## src/rtl/cacheline_adaptor.sv

```systemverilog
// Bridges one 256-bit cacheline read/write from the miss arbiter onto a 4-beat x 64-bit memory burst.
// A simultaneous read+write serves the read first and keeps the write pending internally.
module cacheline_adaptor #(
  parameter int LINE_WIDTH  = 256,
  parameter int BURST_WIDTH = 64,
  parameter int ADDR_WIDTH  = 32
) (
  input  logic                   clk_i,
  input  logic                   rst_i,
  input  logic [ADDR_WIDTH-1:0]  cache_addr_i,
  input  logic [LINE_WIDTH-1:0]  cache_wdata_i,
  input  logic                   cache_read_i,
  input  logic                   cache_write_i,
  output logic [LINE_WIDTH-1:0]  cache_rdata_o,
  output logic                   cache_resp_o,
  output logic [ADDR_WIDTH-1:0]  pmem_address_o,
  output logic                   pmem_read_o,
  output logic                   pmem_write_o,
  output logic [BURST_WIDTH-1:0] pmem_wdata_o,
  input  logic [BURST_WIDTH-1:0] pmem_rdata_i,
  input  logic                   pmem_resp_i
);
  localparam int BEATS = LINE_WIDTH / BURST_WIDTH;
  localparam int CW    = (BEATS > 1) ? $clog2(BEATS) : 1;
  localparam int OFS   = $clog2(LINE_WIDTH / 8);
  localparam logic [CW-1:0] LAST = CW'(BEATS - 1);

  typedef enum logic [1:0] {IDLE, RD_BURST, WR_BURST, DONE} state_e;
  typedef logic [BEATS-1:0][BURST_WIDTH-1:0] line_t;

  state_e                 state_q;
  logic [CW-1:0]          cnt_q, cnt_d;
  logic [ADDR_WIDTH-1:0]  addr_q, addr_d;
  line_t                  line_q, rdata_q, wline_d;
  logic [BURST_WIDTH-1:0] wdata_q;
  logic                   rd_q, wr_q, resp_q, wr_pend_q;
  logic                   addr_unused;

  // Offset bits inside the line are dropped by design.
  assign addr_unused = ^cache_addr_i[OFS-1:0];
  assign addr_d      = {cache_addr_i[ADDR_WIDTH-1:OFS], {OFS{1'b0}}};
  assign wline_d     = line_t'(cache_wdata_i);
  assign cnt_d       = cnt_q + 1'b1;

  always_ff @(posedge clk_i) begin
    if (rst_i) begin
      state_q   <= IDLE;
      cnt_q     <= '0;
      addr_q    <= '0;
      line_q    <= '0;
      rdata_q   <= '0;
      wdata_q   <= '0;
      rd_q      <= 1'b0;
      wr_q      <= 1'b0;
      resp_q    <= 1'b0;
      wr_pend_q <= 1'b0;
    end else begin
      case (state_q)
        IDLE: begin
          cnt_q <= '0;
          if (cache_read_i) begin
            state_q <= RD_BURST;
            rd_q    <= 1'b1;
            addr_q  <= addr_d;
            // Capture a concurrent write now; the requester may drop it later.
            if (cache_write_i) begin
              wr_pend_q <= 1'b1;
              line_q    <= wline_d;
            end
          end else if (wr_pend_q) begin
            state_q   <= WR_BURST;
            wr_q      <= 1'b1;
            wr_pend_q <= 1'b0;
            wdata_q   <= line_q[0];
          end else if (cache_write_i) begin
            state_q <= WR_BURST;
            wr_q    <= 1'b1;
            addr_q  <= addr_d;
            line_q  <= wline_d;
            wdata_q <= wline_d[0];
          end
        end
        RD_BURST: begin
          if (pmem_resp_i) begin
            rdata_q[cnt_q] <= pmem_rdata_i;
            cnt_q          <= cnt_d;
            if (cnt_q == LAST) begin
              state_q <= DONE;
              rd_q    <= 1'b0;
              resp_q  <= 1'b1;
            end
          end
        end
        WR_BURST: begin
          if (pmem_resp_i) begin
            cnt_q   <= cnt_d;
            wdata_q <= line_q[cnt_d];
            if (cnt_q == LAST) begin
              state_q <= DONE;
              wr_q    <= 1'b0;
              resp_q  <= 1'b1;
            end
          end
        end
        DONE: begin
          resp_q  <= 1'b0;
          state_q <= IDLE;
        end
        default: state_q <= IDLE;
      endcase
    end
  end

  assign cache_rdata_o  = rdata_q;
  assign cache_resp_o   = resp_q;
  assign pmem_address_o = addr_q;
  assign pmem_read_o    = rd_q;
  assign pmem_write_o   = wr_q;
  assign pmem_wdata_o   = wdata_q;

endmodule

```

## config.mk

```make
export PLATFORM = sky130hd
export DESIGN_NAME = cacheline_adaptor
export DESIGN_NICKNAME = d
export VERILOG_FILES = /design/src/rtl/cacheline_adaptor.sv
export SDC_FILE = /design/constraint.sdc
export NUM_CORES = 1
export LEC_CHECK = 0
export ABC_AREA = 1
export BUFFER_PORTS_ARGS = -buffer_cell sky130_fd_sc_hd__buf_4
export CAP_MARGIN = 15
export CORE_AREA = 5 5 276 278
export DETAILED_ROUTE_END_ITERATION = 8
export DIE_AREA = 0 0 281 283
export SLEW_MARGIN = 20
export SYNTH_ARGS = -nofsm -noshare
export SYNTH_HDL_FRONTEND = slang
export SYNTH_SLANG_ARGS = --single-unit
```

## constraint.sdc

```tcl
create_clock -name clk_i -period 2.45 [get_ports clk_i]
set_clock_uncertainty 0.15 [all_clocks]
set_input_delay 0.49 -clock clk_i [delete_from_list [all_inputs] [get_ports clk_i]]
set_output_delay 0.49 -clock clk_i [all_outputs]
set_load 0.02 [all_outputs]
```

==> impl_results.md <==
* First-pass GRT wire length at 152.4 mm
* Drt total wl at just over 100 mm
* Drt first pass iters at 6
* Hold Crit Class: in2reg
* Vias at roughly 27,000
* Hold depth at 3
* # Max-Cap Violations at 0
* Sequential cell area fraction in the yosys report at approximately 47%
* Worst VDD drop at approximately 860 uV
* Reg area at between 0.01 and 0.015 mm^2
* Reg2reg start: state_q[1]
* Die ar. at slightly below 0.08 mm^2
* Port Buf Inserts at approximately 700
* Root buffer cell: clkbuf_16
* Cell variety after synth at 22
* Commonest cells after routing, fill and taps aside: buf_4, nor2_1, dfxtp_1
* Critical Path Source Type: register
* Initial antenna violation count at 25
* Area Growth Syn to Fin at 43.28%
* Hold Fails Final Rpt at 0
* Pwr/cell area at ~1100 mW/mm^2
* RSZ-0062 raised after global routing: false
* Resized cells post-CTS at 0
* Iteration-0 DRC Markers at around 2,000
* Pin slew with the least headroom to its limit at approximately 0.7 ns
* Core Rows at 100
* Multi-input gate area at 0.01065 mm^2
* Clock sink count at approximately 610
* Final GP Congestion at about 0.85
* Starting density of the core at between 30% and 40%
* GRT Util Overall at between 20 and 25%
* Static leakage at about 17 nW
* Commonest non-fill, non-tap cell in the layout: buf_4
* Slew margin rel. at a little over half
* Slew Limit Fails at 0
* CTS tree: built
* Register clock-pin slew on the reported worst setup and hold paths at 0.06 ns
* DRC violations left at 0
* Synthesized area at roughly 0.026 mm^2
* Reg2Reg Depth at 7
* Avg Inst Size Synth at slightly below 7 um^2
* CTS max path bufs at 3
* Clock Latency Late Sink at 0.61 ns
* Core area at ~0.074 mm^2
* Period utilization at just over 90%
* Hold path start: cache_wdata_i[89]
* DP Area at 0.03223 mm^2
* Yosys reg bits at ~610
* CP required at approximately 2.8 ns
* # nets final at approximately 5,000
* Min cycle time layout at ~2.3 ns
* Crit-path max FO at ~150
* Die Y-Extent at 283 um
* Non-Filler Cell Area, Final at roughly 0.037 mm^2
* Arr. time, crit path at around 2.7 ns
* Largest net degree at the start of global routing at about 160
* Post-Syn Instances at ~3,800
* # IOs at 712
* YS warnings at 0
* Antenna Nets Post-Route at 0
* DP Wirelength at between 60 and 70 mm
* Fin Setup TNS at 0 ns
* Gr ovfl total at 0
* Post-synth EDFFs at 0
* Reg-to-Reg End: line_q[24]
* Async SR Flop Fraction at 0%
* Vias per cell at roughly 4.7
* H-tree depth at 3
* Layout fillers at between 7,000 and 8,000
* Postcts setup bufs at 0
* Status: finished, final reports clean
* Worst Hold End: line_q[89]
* Die Span X at about 280 um
* Per-cell routed wire length at roughly 18 um
* Number of global-route vias before repair at 25,470
* WS Path Type: reg2reg
* FMAX at ~0.44 GHz
* TritonCTS Buffers at around 70
* FF-to-FF setup slack at between 0.15 and 0.2 ns
* Layout cells sized above 1 at 18.79%
* Final setup fails at 0
* Fin util at roughly half
* Nature of the critical path endpoint: register
* Most used flip-flop cell after synthesis: dfxtp_1
## cell usage after synthesis, types with 5 or more instances
cell | count | share of area, %
clkbuf_1 | 118 | 1.7
buf_4 | 13 | 0.38
a21oi_1 | 392 | 7.5
inv_1 | 525 | 7.6
buf_1 | 23 | 0.33
buf_2 | 126 | 2.4
nand2_1 | 600 | 8.7
ha_1 | 11 | 0.53
dfxtp_1 | 611 | 47
o21ai_1 | 17 | 0.33
inv_2 | 5 | 0.072
nor2_1 | 636 | 9.2
o21ai_0 | 527 | 10
nand3_1 | 202 | 3.9
## layer usage
metal	up-vias	GRT usage, %	share of wire, %
met5	-	0	0.047
met4	8	8.838	3.7
met3	199	6.892	8.2
met2	894	40.80	47
met1	12140	29.49	41
li1	13600	-	-
## registers in the layout (all words and copies together), names as in the netlist
signal          count
cache_rdata_o     256
cache_resp_o        1
cnt_q               2
line_q            256
pmem_address_o     27
pmem_read_o         1
pmem_wdata_o       64
pmem_write_o        1
state_q             2
wr_pend_q           1
## logic make-up after synthesis
family                   count (synthesis)  share of synthesized area (%)
AO/OA/AOI/OAI                          939                          18.14
other                                    1                        0.01441
AND/OR/NAND/NOR                       1441                          21.82
flip-flops                             611                          47.00
buffers and inverters                  811                          12.49
adder cells (fa/ha/maj)                 11                         0.5289
## repair_timing
| item | CTS | global route |
|---|---|---|
| hold buffers | 277 | 0 |
| hold endpoints to repair | 300 | 0 |
| setup endpoints to repair | 0 | 0 |
## worst max path at each step
stage | slack, ns | from | end
after floorplan | 0.38 | cnt_q[0] | pmem_wdata_o[24]
after global placement | 0.31 | state_q[1] | line_q[4]
after detailed placement | 0.26 | state_q[1] | line_q[30]
after CTS | 0.27 | state_q[1] | line_q[30]
after global routing | 0.05 | state_q[0] | line_q[13]
final | 0.16 | state_q[1] | line_q[24]
## power by group
group | internal, mW | switching [mW] | leakage [nW] | total (mW)
clock | 5.84 | 4.42 | 1.08 | 10.3
combinational | 5.81 | 10.7 | 10.7 | 16.5
sequential | 12.4 | 1.27 | 5.01 | 13.7
total | 24.0 | 16.4 | 16.8 | 40.4
## cell type report
| class | instances | area share [%] |
|---|---|---|
| antenna | 23 | 0.1544 |
| inverter | 531 | 5.386 |
| clock buffer | 104 | 5.369 |
| multi-input combinational | 2396 | 28.57 |
| sequential | 611 | 32.83 |
| timing repair buffer | 1039 | 23.85 |
| tap | 969 | 3.252 |
| clock inverter | 18 | 0.5906 |
## per-stage QoR
| step | setup slack [ns] | std cells | hold WS [ns] | power [mW] |
|---|---|---|---|---|
| finish | 0.1604 | 5691 | 0.02298 | 40.44 |
| global route | 0.05425 | 5678 | 0.01974 | 43.15 |
| CTS | 0.2656 | 5668 | 0.0001789 | 40.74 |
| detailed placement | 0.2649 | 5269 | 0.2838 | 29.97 |
| global placement | 0.3101 | 5269 | 0.2804 | 29.86 |
| floorplan | 0.3846 | 3818 | 0.2803 | 23.68 |
## critical path: stages (launching register included)
cell and delay (ns):
dfxtp_1 0.31, inv_1 0.09, ha_1 0.28, nand2_2 0.11, a21oi_4 0.31, buf_12 0.42
o21ai_0 0.21, a21oi_1 0.14
Note: power is estimated with default switching activity, not from simulation.
